===== src/rtl/control_sequencer_if.sv =====
// Control bundle between the hardwired sequencer and the IR/memory interface
// and datapath. The sequencer connects through the slave modport.
interface control_sequencer_if #(
    parameter int unsigned NREGS = 16
);
    logic             Run;
    logic             Mdone;
    logic [31:0]      IR;

    logic             PCout;
    logic             MARin;
    logic             IncPC;
    logic             Zin;
    logic             Zlowout;
    logic             Zhighout;
    logic             PCin;
    logic             Read;
    logic             MDRin;
    logic             MDRout;
    logic             IRin;
    logic             Yin;
    logic             HIin;
    logic             LOin;
    logic [NREGS-1:0] Rout;
    logic [NREGS-1:0] Rin;
    logic [9:0]       Alu_op;
    logic             Running;
    logic             Illegal;

    modport master (
        output Run, Mdone, IR,
        input  PCout, MARin, IncPC, Zin, Zlowout, Zhighout, PCin, Read, MDRin, MDRout,
        input  IRin, Yin, HIin, LOin, Rout, Rin, Alu_op, Running, Illegal
    );

    modport slave (
        input  Run, Mdone, IR,
        output PCout, MARin, IncPC, Zin, Zlowout, Zhighout, PCin, Read, MDRin, MDRout,
        output IRin, Yin, HIin, LOin, Rout, Rin, Alu_op, Running, Illegal
    );
endinterface


===== src/rtl/control_sequencer.sv =====
// Hardwired fetch/execute control unit: a T0..T6 Moore FSM that decodes the IR
// and drives the datapath strobes for register-to-register ALU, MUL and DIV.
module control_sequencer #(
    parameter int unsigned NREGS = 16
) (
    input  logic               Clock,
    input  logic               Clear,
    control_sequencer_if.slave bus
);
    typedef enum logic [3:0] {
        StIdle, StT0, StT1, StT2, StT3, StT4, StT5, StT6, StHalted
    } state_e;

    state_e state_q, state_d;
    logic   illegal_q, illegal_d;

    logic [4:0] opcode;
    logic [3:0] ra, rb, rc;
    logic       is_alu, is_muldiv, is_nop, is_halt, is_exec, is_illegal;
    logic [9:0] alu_sel;
    logic       unused_ir;

    assign opcode    = bus.IR[31:27];
    assign ra        = bus.IR[26:23];
    assign rb        = bus.IR[22:19];
    assign rc        = bus.IR[18:15];
    assign unused_ir = ^bus.IR[14:0];

    assign is_alu     = (opcode[4:3] == 2'b00);
    assign is_muldiv  = (opcode == 5'b01000) || (opcode == 5'b01001);
    assign is_nop     = (opcode == 5'b11000);
    assign is_halt    = (opcode == 5'b11010);
    assign is_exec    = is_alu || is_muldiv;
    assign is_illegal = !(is_exec || is_nop || is_halt);

    function automatic logic [NREGS-1:0] onehot(input logic [3:0] idx);
        logic [NREGS-1:0] v;
        v = '0;
        for (int unsigned i = 0; i < NREGS; i++) begin
            v[i] = (32'(idx) == i);
        end
        return v;
    endfunction

    always_comb begin
        alu_sel = '0;
        if (is_alu) begin
            alu_sel[opcode[2:0]] = 1'b1;
        end else if (is_muldiv) begin
            if (opcode[0]) alu_sel[9] = 1'b1;
            else           alu_sel[8] = 1'b1;
        end
    end

    always_ff @(posedge Clock) begin
        if (Clear) begin
            state_q   <= StIdle;
            illegal_q <= 1'b0;
        end else begin
            state_q   <= state_d;
            illegal_q <= illegal_d;
        end
    end

    always_comb begin
        state_d      = state_q;
        illegal_d    = illegal_q;
        bus.PCout    = 1'b0;
        bus.MARin    = 1'b0;
        bus.IncPC    = 1'b0;
        bus.Zin      = 1'b0;
        bus.Zlowout  = 1'b0;
        bus.Zhighout = 1'b0;
        bus.PCin     = 1'b0;
        bus.Read     = 1'b0;
        bus.MDRin    = 1'b0;
        bus.MDRout   = 1'b0;
        bus.IRin     = 1'b0;
        bus.Yin      = 1'b0;
        bus.HIin     = 1'b0;
        bus.LOin     = 1'b0;
        bus.Rout     = '0;
        bus.Rin      = '0;
        bus.Alu_op   = '0;
        bus.Running  = 1'b0;
        bus.Illegal  = illegal_q;

        unique case (state_q)
            StIdle: begin
                if (bus.Run) state_d = StT0;
            end
            StT0: begin
                bus.Running = 1'b1;
                bus.PCout   = 1'b1;
                bus.MARin   = 1'b1;
                bus.IncPC   = 1'b1;
                bus.Zin     = 1'b1;
                state_d     = StT1;
            end
            StT1: begin
                // PC reload from Z repeats harmlessly while waiting on memory
                bus.Running = 1'b1;
                bus.Zlowout = 1'b1;
                bus.PCin    = 1'b1;
                bus.Read    = 1'b1;
                bus.MDRin   = 1'b1;
                if (bus.Mdone) state_d = StT2;
            end
            StT2: begin
                bus.Running = 1'b1;
                bus.MDRout  = 1'b1;
                bus.IRin    = 1'b1;
                state_d     = StT3;
            end
            StT3: begin
                bus.Running = 1'b1;
                if (is_exec) begin
                    bus.Rout = onehot(rb);
                    bus.Yin  = 1'b1;
                    state_d  = StT4;
                end else if (is_halt) begin
                    state_d = StHalted;
                end else begin
                    if (is_illegal) illegal_d = 1'b1;
                    state_d = bus.Run ? StT0 : StIdle;
                end
            end
            StT4: begin
                bus.Running = 1'b1;
                bus.Rout    = onehot(rc);
                bus.Alu_op  = alu_sel;
                bus.Zin     = 1'b1;
                state_d     = StT5;
            end
            StT5: begin
                bus.Running = 1'b1;
                bus.Zlowout = 1'b1;
                if (is_muldiv) begin
                    bus.LOin = 1'b1;
                    state_d  = StT6;
                end else begin
                    bus.Rin = onehot(ra);
                    state_d = bus.Run ? StT0 : StIdle;
                end
            end
            StT6: begin
                bus.Running  = 1'b1;
                bus.Zhighout = 1'b1;
                bus.HIin     = 1'b1;
                state_d      = bus.Run ? StT0 : StIdle;
            end
            StHalted: begin
                state_d = StHalted;
            end
            default: begin
                state_d = StIdle;
            end
        endcase
    end
endmodule


===== src/flat_wrapper.sv =====
// flat-port wrapper written by rule: the top's interface ports become plain ports
module control_sequencer_flat 
#(
    parameter int unsigned NREGS = 16
)
  (Clock, Clear, bus_Run, bus_Mdone, bus_IR, bus_PCout, bus_MARin, bus_IncPC, bus_Zin, bus_Zlowout, bus_Zhighout, bus_PCin, bus_Read, bus_MDRin, bus_MDRout, bus_IRin, bus_Yin, bus_HIin, bus_LOin, bus_Rout, bus_Rin, bus_Alu_op, bus_Running, bus_Illegal);
  control_sequencer_if #(.NREGS(NREGS)) bus_i ();
  input  logic Clock;
  input  logic Clear;
  input wire logic [$bits(bus_i.Run)-1:0] bus_Run;
  input wire logic [$bits(bus_i.Mdone)-1:0] bus_Mdone;
  input wire logic [$bits(bus_i.IR)-1:0] bus_IR;
  output wire logic [$bits(bus_i.PCout)-1:0] bus_PCout;
  output wire logic [$bits(bus_i.MARin)-1:0] bus_MARin;
  output wire logic [$bits(bus_i.IncPC)-1:0] bus_IncPC;
  output wire logic [$bits(bus_i.Zin)-1:0] bus_Zin;
  output wire logic [$bits(bus_i.Zlowout)-1:0] bus_Zlowout;
  output wire logic [$bits(bus_i.Zhighout)-1:0] bus_Zhighout;
  output wire logic [$bits(bus_i.PCin)-1:0] bus_PCin;
  output wire logic [$bits(bus_i.Read)-1:0] bus_Read;
  output wire logic [$bits(bus_i.MDRin)-1:0] bus_MDRin;
  output wire logic [$bits(bus_i.MDRout)-1:0] bus_MDRout;
  output wire logic [$bits(bus_i.IRin)-1:0] bus_IRin;
  output wire logic [$bits(bus_i.Yin)-1:0] bus_Yin;
  output wire logic [$bits(bus_i.HIin)-1:0] bus_HIin;
  output wire logic [$bits(bus_i.LOin)-1:0] bus_LOin;
  output wire logic [$bits(bus_i.Rout)-1:0] bus_Rout;
  output wire logic [$bits(bus_i.Rin)-1:0] bus_Rin;
  output wire logic [$bits(bus_i.Alu_op)-1:0] bus_Alu_op;
  output wire logic [$bits(bus_i.Running)-1:0] bus_Running;
  output wire logic [$bits(bus_i.Illegal)-1:0] bus_Illegal;
  assign bus_i.Run = bus_Run;
  assign bus_i.Mdone = bus_Mdone;
  assign bus_i.IR = bus_IR;
  assign bus_PCout = bus_i.PCout;
  assign bus_MARin = bus_i.MARin;
  assign bus_IncPC = bus_i.IncPC;
  assign bus_Zin = bus_i.Zin;
  assign bus_Zlowout = bus_i.Zlowout;
  assign bus_Zhighout = bus_i.Zhighout;
  assign bus_PCin = bus_i.PCin;
  assign bus_Read = bus_i.Read;
  assign bus_MDRin = bus_i.MDRin;
  assign bus_MDRout = bus_i.MDRout;
  assign bus_IRin = bus_i.IRin;
  assign bus_Yin = bus_i.Yin;
  assign bus_HIin = bus_i.HIin;
  assign bus_LOin = bus_i.LOin;
  assign bus_Rout = bus_i.Rout;
  assign bus_Rin = bus_i.Rin;
  assign bus_Alu_op = bus_i.Alu_op;
  assign bus_Running = bus_i.Running;
  assign bus_Illegal = bus_i.Illegal;
  control_sequencer #(.NREGS(NREGS)) u_core (.Clock(Clock), .Clear(Clear), .bus(bus_i));
endmodule

===== config.mk =====
export PLATFORM = sky130hd
export DESIGN_NAME = control_sequencer_flat
export DESIGN_NICKNAME = d
export VERILOG_FILES = /design/src/rtl/control_sequencer_if.sv /design/src/rtl/control_sequencer.sv /design/src/flat_wrapper.sv
export SDC_FILE = /design/constraint.sdc
export NUM_CORES = 1
export LEC_CHECK = 0
export BUFFER_PORTS_ARGS = -buffer_cell sky130_fd_sc_hd__buf_4
export CELL_PAD_IN_SITES_DETAIL_PLACEMENT = 0
export CELL_PAD_IN_SITES_GLOBAL_PLACEMENT = 1
export CORE_MARGIN = 1.5
export CORE_UTILIZATION = 20
export DETAILED_ROUTE_END_ITERATION = 16
export GPL_ROUTABILITY_DRIVEN = 0
export PLACE_DENSITY_LB_ADDON = 0.1
export SLEW_MARGIN = 20
export SYNTH_ARGS = -nofsm -noshare
export SYNTH_HDL_FRONTEND = slang
export SYNTH_SLANG_ARGS = --single-unit

===== constraint.sdc =====
create_clock -name Clock -period 1.27 [get_ports Clock]
set_input_delay 0 -clock Clock [delete_from_list [all_inputs] [get_ports Clock]]
set_output_delay 0 -clock Clock [all_outputs]
set_load 0.03 [all_outputs]

==> reports/metrics.csv, run 1 <==
metric,value,unit
outcome,"finished, violations left",
violations in the final reports,setup timing,
Clock power frac,25.2,%
Comb pwr share,58.9,%
worst hold slack after final layout,0.1271,ns
switching pwr,0.4897,mW
final cell count without fillers,331,
fraction of layout cells with a size suffix above 1,70.83,%
Antenna Violating Nets Remaining,0,
worst hold path type,in -> reg,
Tot GR Track Use,17.11,%
Gate Count Post-Synth,159,
number of global-route vias before repair,1611,
Worst Tran Pin Value,0.4514,ns
Flop pwr share,15.9,%
post-route clock skew,0.002994,ns
shortest period the worst path allows,1.599,ns
post-detailed-routing wire length,4640,um
largest area contributor in the synthesized netlist,nor2_1,
Initial DRT Pass Iterations,4,
WP data required,1.27,ns
nature of the critical path endpoint,primary output,
violation count after the first detailed-routing iteration,44,
filler cell count,445,
number of port buffers,78,
leading post-synthesis cells by instance count,"nor2_1, o22ai_1, nand2_1",
share of synthesized area occupied by flip-flops and latches,9.950,%
worst-skew pair later-pin latency,0.22,ns
floorplan core area,4786,um2
Hold Crit Depth,3,
ratio of final minimum period to clock period,125.9,%
GRT Residual Overflow,0,
area of the mapped netlist,1006,um2
launching element type of the critical path,register,
critical hold path startpoint,bus_IR[29],
Final Worst Setup Slack,-0.3293,ns
distinct cell type count of the synthesized netlist,39,
number of placed I/O pins,94,
LEAKAGE,0.9742,nW
Inst Count DP,316,
P_int,0.7096,mW
arrival time at the worst endpoint,1.60,ns
type of the worst setup path,reg -> out,
antenna violations before repair,0,
die width,73.92,um
Vias,1580,
die area,5464,um2
worst slew margin relative to its limit,69.91,%
Synthesis Warnings,0,
fraction of synthesis flops using an asynchronous set or reset pin,0,%
flop and latch count out of synthesis,5,
"worst slack, placed",-0.1215,ns
worst IR drop on VDD,0.5381,mV
Sw Ratio,40.83,%
Std-Cell Rows,25,
global-route wire length before repair,7431,um
TritonCTS Buffers,3,
slack of the worst reg-to-reg path,-0.01,ns
HPWL after DPL,3462,um
number of enable flip-flop cells after synthesis,0,
clock tree from TritonCTS,done,
Root Buffer Master,clkbuf_8,
WL per Instance,14.02,um
final slew viol count,0,
worst r2r dst,u_core.state_q[1],
CTS Sinks,5,
worst hold endpoint,u_core.bus.Illegal,
final-report hold violation count,0,
H-tree depth,1,
clock-pin slew of the registers on the worst-case setup and hold paths,0.04,ns
pwr dens,449.1,nW/um2
final core utilization,55.79,%
number of diodes added for antenna fixing,0,
Max Clock Freq,625.3,MHz
detailed-route vias per instance,4.773,
post-synth top area share,11.94,%
net count after synthesis,195,
Nets,301,
worst-case clock buffer depth,2,
most frequently used cell type in the post-synthesis netlist,nor2_1,
number of cell instances on the worst register-to-register path,6,
most common flop cell mapped by yosys,dfxtp_1,
top fanout value on the critical path,4,
unrepaired setup endpoints after global routing,yes,
effective utilization at floorplan,21.02,%
leading cell types by total area after synthesis,"nor2_1, dfxtp_1, o22ai_1",
DRC Markers,0,
Area Growth Syn to Fin,165.4,%
Post-Syn Area per Cell,6.327,um2
number of violations of the max-capacitance limit,0,
largest net degree at the start of global routing,10,
count of endpoints failing setup in the final report,48,
worst r2r src,u_core.state_q[0],
die span in y,73.92,um
[flip-flops by register name, indices dropped and copies added (netlist names)]
| signal | flops |
|---|---|
| u_core.bus.Illegal | 1 |
| u_core.state_q | 4 |
[power groups by stage]
stage | logic (mW) | registers (mW) | clock network, mW
6_report | 0.707 | 0.191 | 0.302
5_1_grt | 0.751 | 0.194 | 0.317
4_1_cts | 0.689 | 0.191 | 0.307
3_5_place_dp | 0.570 | 0.193 | 0
3_3_place_gp | 0.568 | 0.191 | 0
2_1_floorplan | 0.390 | 0.186 | 0
[critical path: stages, from the launching register on]
cell and delay [ns]:
dfxtp_2 0.33, buf_4 0.14, nand4bb_1 0.20, or3_4 0.41, nor2_2 0.15, buf_6 0.15
[what timing repair did]
item	in CTS	in global routing
hold buffers	1	0
pin swaps	33	5
buffers inserted	9	0
gates resized for setup	98	16
setup endpoints to repair	52	55
cloned	1	0
endpoints found under the hold margin	3	0
[area by class of cell]
class                   count  area, um2  area share (%)
well taps                  67      83.83           3.140
clock buffers               4      45.04           1.687
inverters                   4      15.01          0.5623
flip-flops and latches      5      110.1           4.124
multi-input cells         134       1266           47.42
repair buffers            117       1150           43.06
[how the worst max path moves through the flow]
stage | start | to | slack, ns
finish | u_core.state_q[3] | bus_Rin[4] | -0.33
global route | u_core.state_q[1] | bus_Rout[3] | -0.42
CTS | u_core.state_q[3] | bus_Rout[5] | -0.33
detailed placement | u_core.state_q[3] | bus_Rin[8] | -0.12
global placement | u_core.state_q[1] | u_core.state_q[0] | -0.18
floorplan | u_core.state_q[0] | bus_Rout[3] | -0.27
[layer usage]
layer / track usage [%] / wire length [um] / up-vias
met5: 0 / 0 / -
met4: 5.144 / 66 / 0
met3: 2.195 / 195 / 6
met2: 31.94 / 2518 / 46
met1: 20.03 / 1861 / 736
li1: - / - / 792
[metrics by stage]
step	TNS, ns	total power [mW]	area, um2
finish	-10.87	1.199	2670
global route	-14.68	1.262	2670
CTS	-11.38	1.187	2594
detailed placement	-2.856	0.7628	2046
global placement	-1.940	0.7590	2046
floorplan	-4.694	0.5764	1282
[placed cells by master (no fill, tap or decap), drive strengths merged, types with 3 or more instances in the layout]
| master | count |
|---|---|
| buf | 116 |
| clkbuf | 4 |
| dfxtp | 5 |
| inv | 4 |
| nand2 | 11 |
| nand2b | 7 |
| nand3 | 8 |
| nand3b | 9 |
| nor2 | 32 |
| nor2b | 8 |
| nor3 | 9 |
| o22ai | 13 |
| o32ai | 3 |
| or3 | 4 |
[cell families (layout without fill, tap and decap cells)]
group	count (synthesis)	after routing	synth area share [%]
buf+inv	20	125	11.57
flops	5	5	9.951
simple gates	103	103	56.09
xor+xnor	1	1	0.8708
compound gates	30	30	21.52
(Power assumes the default switching activity.)
==> inputs of run 2 (changes only) <==
REMOVE_ABC_BUFFERS = 1   (was unset)
==> run 2 against run 1 <==
The run still ends with setup timing left; first-iteration DRC count grew 55%; critical path depth shrank 1; setup slack lost 0.0058 ns; die area is the same; total power grew 4.9%; critical path type unchanged; largest cell class unchanged; largest power group unchanged.
==> reports/metrics.csv, run 2 (synthesis results as in run 1) <==
metric,value,unit
outcome,"finished, violations left",
violations in the final reports,setup timing,
M2 GR Usage,31.35,%
clock-pin slew of the registers on the worst-case setup and hold paths,0.04,ns
WP data required,1.27,ns
Nets,297,
worst-skew pair later-pin latency,0.23,ns
HPWL after DPL,3492,um
TritonCTS Buffers,3,
number of global-route vias before repair,1602,
worst slew margin relative to its limit,70.49,%
violation count after the first detailed-routing iteration,68,
sequence of cells on the critical path,and4bb_4 > nand3b_1 > o22ai_1 > buf_4,
Final Worst Setup Slack,-0.3351,ns
CTS Sinks,5,
count of endpoints failing setup in the final report,51,
total non-filler cell area in the finished layout,2519,um2
die width,73.92,um
H-tree depth,1,
effective utilization at floorplan,21.02,%
worst IR drop on VDD,0.4024,mV
"worst slack, placed",-0.1574,ns
Worst Tran Pin Value,0.4415,ns
antenna violations before repair,0,
Std-Cell Rows,25,
largest incremental delay on the critical path,0.38,ns
ratio of final minimum period to clock period,126.4,%
pwr dens,499.3,nW/um2
global-route wire length before repair,7362,um
met3 routing resource usage after global routing,1.372,%
Post-Route Setup TNS,-10.06,ns
Antenna Violating Nets Remaining,0,
global routing met1 resource utilization,19.97,%
Area Growth Syn to Fin,150.4,%
Vias,1646,
"commonest non-fill, non-tap cell in the layout",buf_4,
final-report hold violation count,0,
DRC Markers,0,
die span in y,73.92,um
largest net degree at the start of global routing,10,
routing layer with the top usage in global route,met2,
final slew viol count,0,
die area,5464,um2
Largest register FFs,4,
Buffers & Inverters on Critical Path,1,
number of violations of the max-capacitance limit,0,
type of the worst setup path,reg -> out,
most used cells in the layout excluding fill and tap cells,"buf_4, buf_6, nor2_1",
Initial DRT Pass Iterations,4,
worst hold path type,in -> reg,
launching element type of the critical path,register,
Hold Crit Depth,3,
shortest period the worst path allows,1.605,ns
Critical Path Slowest Stage Cell,and4bb_4,
WL per Instance,14.60,um
Max Clock Freq,623.0,MHz
number of diodes added for antenna fixing,0,
unrepaired setup endpoints after global routing,yes,
crit-path leading delay family,simple AND/OR/NAND/NOR gates,
nature of the critical path endpoint,primary output,
floorplan core area,4786,um2
worst-case clock buffer depth,2,
top fanout value on the critical path,7,
Root Buffer Master,clkbuf_8,
clock tree from TritonCTS,done,
placed cell areas,1739,um2
critical path depth,4,
top register by number of flip-flops,u_core.state_q,
GRT Residual Overflow,0,
filler cell count,466,
number of cell instances on the worst register-to-register path,5,
detailed-route vias per instance,5.034,
arrival time at the worst endpoint,1.61,ns
fraction of layout cells with a size suffix above 1,67.31,%
post-detailed-routing wire length,4774,um
post-route clock skew,0.004373,ns
Tot GR Track Use,16.98,%
number of placed I/O pins,94,
number of port buffers,78,
LEAKAGE,0.9500,nW
run 2: per-stage QoR:
step,hold slack (ns),total power [mW],instances,utilization [%]
final,0.1647,1.257,327,52.63
after global routing,0.2136,1.325,327,52.63
after global placement,0.2110,0.7144,310,36.34
after CTS,0.1667,1.174,326,46.41
after floorplan,0.06465,0.4473,143,-
after detailed placement,0.2044,0.7184,310,36.34
run 2: worst paths after layout:
kind,slack [ns],to,startpoint
hold reg to reg,0.48,u_core.bus.Illegal,u_core.bus.Illegal
setup / recovery,-0.34,bus_Rout[13],u_core.state_q[3]
hold / removal,0.16,u_core.bus.Illegal,bus_IR[29]
setup reg to reg,-0.05,u_core.state_q[0],u_core.state_q[1]
run 2: cell type report:
| class | count | area, um2 | area share [%] |
|---|---|---|---|
| multi-input combinational | 134 | 1199 | 47.59 |
| timing repair buffer | 113 | 1056 | 41.93 |
| sequential | 5 | 115.1 | 4.570 |
| tap | 67 | 83.83 | 3.328 |
| clock buffer | 4 | 45.04 | 1.788 |
| inverter | 4 | 20.02 | 0.7948 |
run 2: layer usage:
layer | wire length, um | up-vias
met2 | 2535 | 73
met5 | 0 | -
met1 | 1849 | 785
met3 | 273 | 11
met4 | 116 | 0
li1 | - | 777
run 2: timing repair:
action | in CTS | in global routing
endpoints found under the setup margin | 58 | 59
buffers inserted | 11 | 2
hold buffers | 1 | 0
endpoints found under the hold margin | 3 | 0
pin swaps | 35 | 22
resized for setup | 80 | 66
run 2: power by group:
group | internal (mW) | total [mW] | leakage, nW | switching (mW)
registers | 0.170 | 0.195 | 0.0436 | 0.0256
clock network | 0.216 | 0.304 | 0.0228 | 0.0880
logic | 0.362 | 0.758 | 0.884 | 0.396
total | 0.748 | 1.26 | 0.950 | 0.509
run 2: tightest hold or removal path, cell delays in order:
cell and delay, ns:
buf_4 0.12, o211ai_1 0.10, o22ai_1 0.12
==> inputs of run 3 (changes only) <==
PLACE_DENSITY_LB_ADDON = 0.15   (was 0.1)
==> run 3 against run 2 <==
The flow still finishes with violations (setup timing); hold slack lost 0.016 ns; register-to-register slack lost 0.04 ns; clock skew shrank 0.0021 ns; critical path type unchanged; critical endpoint is now bus_Rout[2].
==> reports/metrics.csv, run 3 (synthesis results as in run 1) <==
metric,value,unit
number of violations of the max-capacitance limit,0,
CTS Sinks,5,
Final Worst Setup Slack,-0.3125,ns
worst-case clock buffer depth,2,
worst r2r src,u_core.state_q[0],
number of port buffers,78,
post-detailed-routing wire length,4272,um
type of the worst setup path,reg -> out,
top fanout value on the critical path,7,
pwr dens,537.1,nW/um2
HPWL after DPL,3108,um
slack of the worst reg-to-reg path,-0.09,ns
M2 GR Usage,23.51,%
Antenna Violating Nets Remaining,0,
met3 routing resource usage after global routing,1.509,%
ratio of final minimum period to clock period,124.6,%
top register by number of flip-flops,u_core.state_q,
final slew viol count,0,
worst hold path type,in -> reg,
count of endpoints failing setup in the final report,52,
critical hold path startpoint,bus_IR[29],
Std-Cell Rows,25,
clock tree from TritonCTS,done,
post-route clock skew,0.002262,ns
DRC Markers,0,
clock-pin slew of the registers on the worst-case setup and hold paths,0.04,ns
global-route wire length before repair,6134,um
total non-filler cell area in the finished layout,2253,um2
Nets,294,
GRT Residual Overflow,0,
origin of the worst setup path,u_core.state_q[1],
Root Buffer Master,clkbuf_8,
largest net degree at the start of global routing,11,
worst slew margin relative to its limit,70.25,%
global routing met1 resource utilization,18.99,%
violation count after the first detailed-routing iteration,49,
Buffers & Inverters on Critical Path,1,
largest incremental delay on the critical path,0.39,ns
shortest period the worst path allows,1.582,ns
number of cell instances on the worst register-to-register path,5,
worst r2r dst,u_core.state_q[0],
floorplan core area,4786,um2
number of global-route vias before repair,1369,
violations in the final reports,setup timing,
Area Growth Syn to Fin,124.0,%
Initial DRT Pass Iterations,4,
detailed-route vias per instance,4.750,
Tot GR Track Use,13.97,%
placed cell areas,1747,um2
Critical Path Slowest Stage Cell,and4bb_4,
worst hold endpoint,u_core.bus.Illegal,
Worst Tran Pin Value,0.4401,ns
outcome,"finished, violations left",
Hold Crit Depth,3,
die width,73.92,um
crit-path leading delay family,simple AND/OR/NAND/NOR gates,
H-tree depth,1,
sequence of cells on the critical path,and4bb_4 > nand3b_1 > o22ai_1 > buf_4,
TritonCTS Buffers,3,
number of diodes added for antenna fixing,0,
worst IR drop on VDD,0.4009,mV
Inst Count DP,311,
nature of the critical path endpoint,primary output,
LEAKAGE,0.9088,nW
Max Clock Freq,631.9,MHz
routing layer with the top usage in global route,met2,
Vias,1539,
number of placed I/O pins,94,
launching element type of the critical path,register,
die span in y,73.92,um
arrival time at the worst endpoint,1.58,ns
most used cells in the layout excluding fill and tap cells,"buf_4, buf_6, nor2_1",
antenna violations before repair,0,
unrepaired setup endpoints after global routing,yes,
worst-skew pair later-pin latency,0.22,ns
die area,5464,um2
Largest register FFs,4,
final-report hold violation count,0,
worst hold slack after final layout,0.1487,ns
"commonest non-fill, non-tap cell in the layout",buf_4,
WP data required,1.27,ns
Post-Route Setup TNS,-9.560,ns
fraction of layout cells with a size suffix above 1,60.70,%
final cell count without fillers,324,
WL per Instance,13.19,um
effective utilization at floorplan,21.02,%
==> run 3: cell count changes in the layout (fill, tap and decap cells not counted), moves of 4 or more <==
| cell | before | now |
|---|---|---|
| buf_6 | 46 | 31 |
| nor2_1 | 18 | 29 |
| buf_4 | 63 | 77 |
| nor2_4 | 12 | 3 |
| o22ai_2 | 4 | 9 |
| o22ai_4 | 4 | 0 |
==> run 3: layout make-up <==
type                    count  area, um2
flip-flops and latches      5      115.1
inverters                   4      15.01
well taps                  67      83.83
fillers                   487       2532
repair buffers            110      952.2
clock buffers               4      45.04
multi-input cells         134       1042
==> run 3: stage by stage <==
stage	utilization, %	power (mW)	setup WS, ns
floorplan	-	0.4473	-1.205
global placement	36.50	0.7310	-0.2213
detailed placement	36.50	0.7255	-0.1527
CTS	42.88	1.150	-0.2982
global route	47.09	1.275	-0.3559
finish	47.09	1.210	-0.3125
==> run 3: worst reg2reg max path: cells and delay by family, from the launching register on <==
kind,cells,cell delay (ns)
buf+inv,2,0.27
compound gates,3,0.62
flops,1,0.36
==> run 3: power by group <==
| part | switching (mW) | leakage, nW | internal (mW) |
|---|---|---|---|
| Combinational | 0.370 | 0.842 | 0.353 |
| Clock | 0.0806 | 0.0228 | 0.216 |
| Sequential | 0.0213 | 0.0436 | 0.170 |
==> run 3: how the worst max path moves through the flow <==
stage	to	slack (ns)	cells after the start
floorplan	bus_MDRin	-1.20	2
global placement	u_core.state_q[0]	-0.22	5
detailed placement	u_core.state_q[0]	-0.15	5
CTS	bus_Rout[13]	-0.30	4
global route	bus_Rout[2]	-0.36	4
finish	bus_Rout[2]	-0.31	4
==> run 3: layer usage <==
layer	wire [um]	part of all wire (%)
met1	1917	45
met2	2051	48
met3	264	6.2
met4	38	0.89
met5	0	0
==> run 3: what timing repair did <==
| item | in CTS | in global routing |
|---|---|---|
| setup endpoints to repair | 57 | 58 |
| hold buffers | 1 | 0 |
| setup buffers | 5 | 3 |
| endpoints found under the hold margin | 2 | 0 |
| gates cloned | 0 | 0 |
| pin swaps | 26 | 17 |
| gates resized for setup | 50 | 38 |
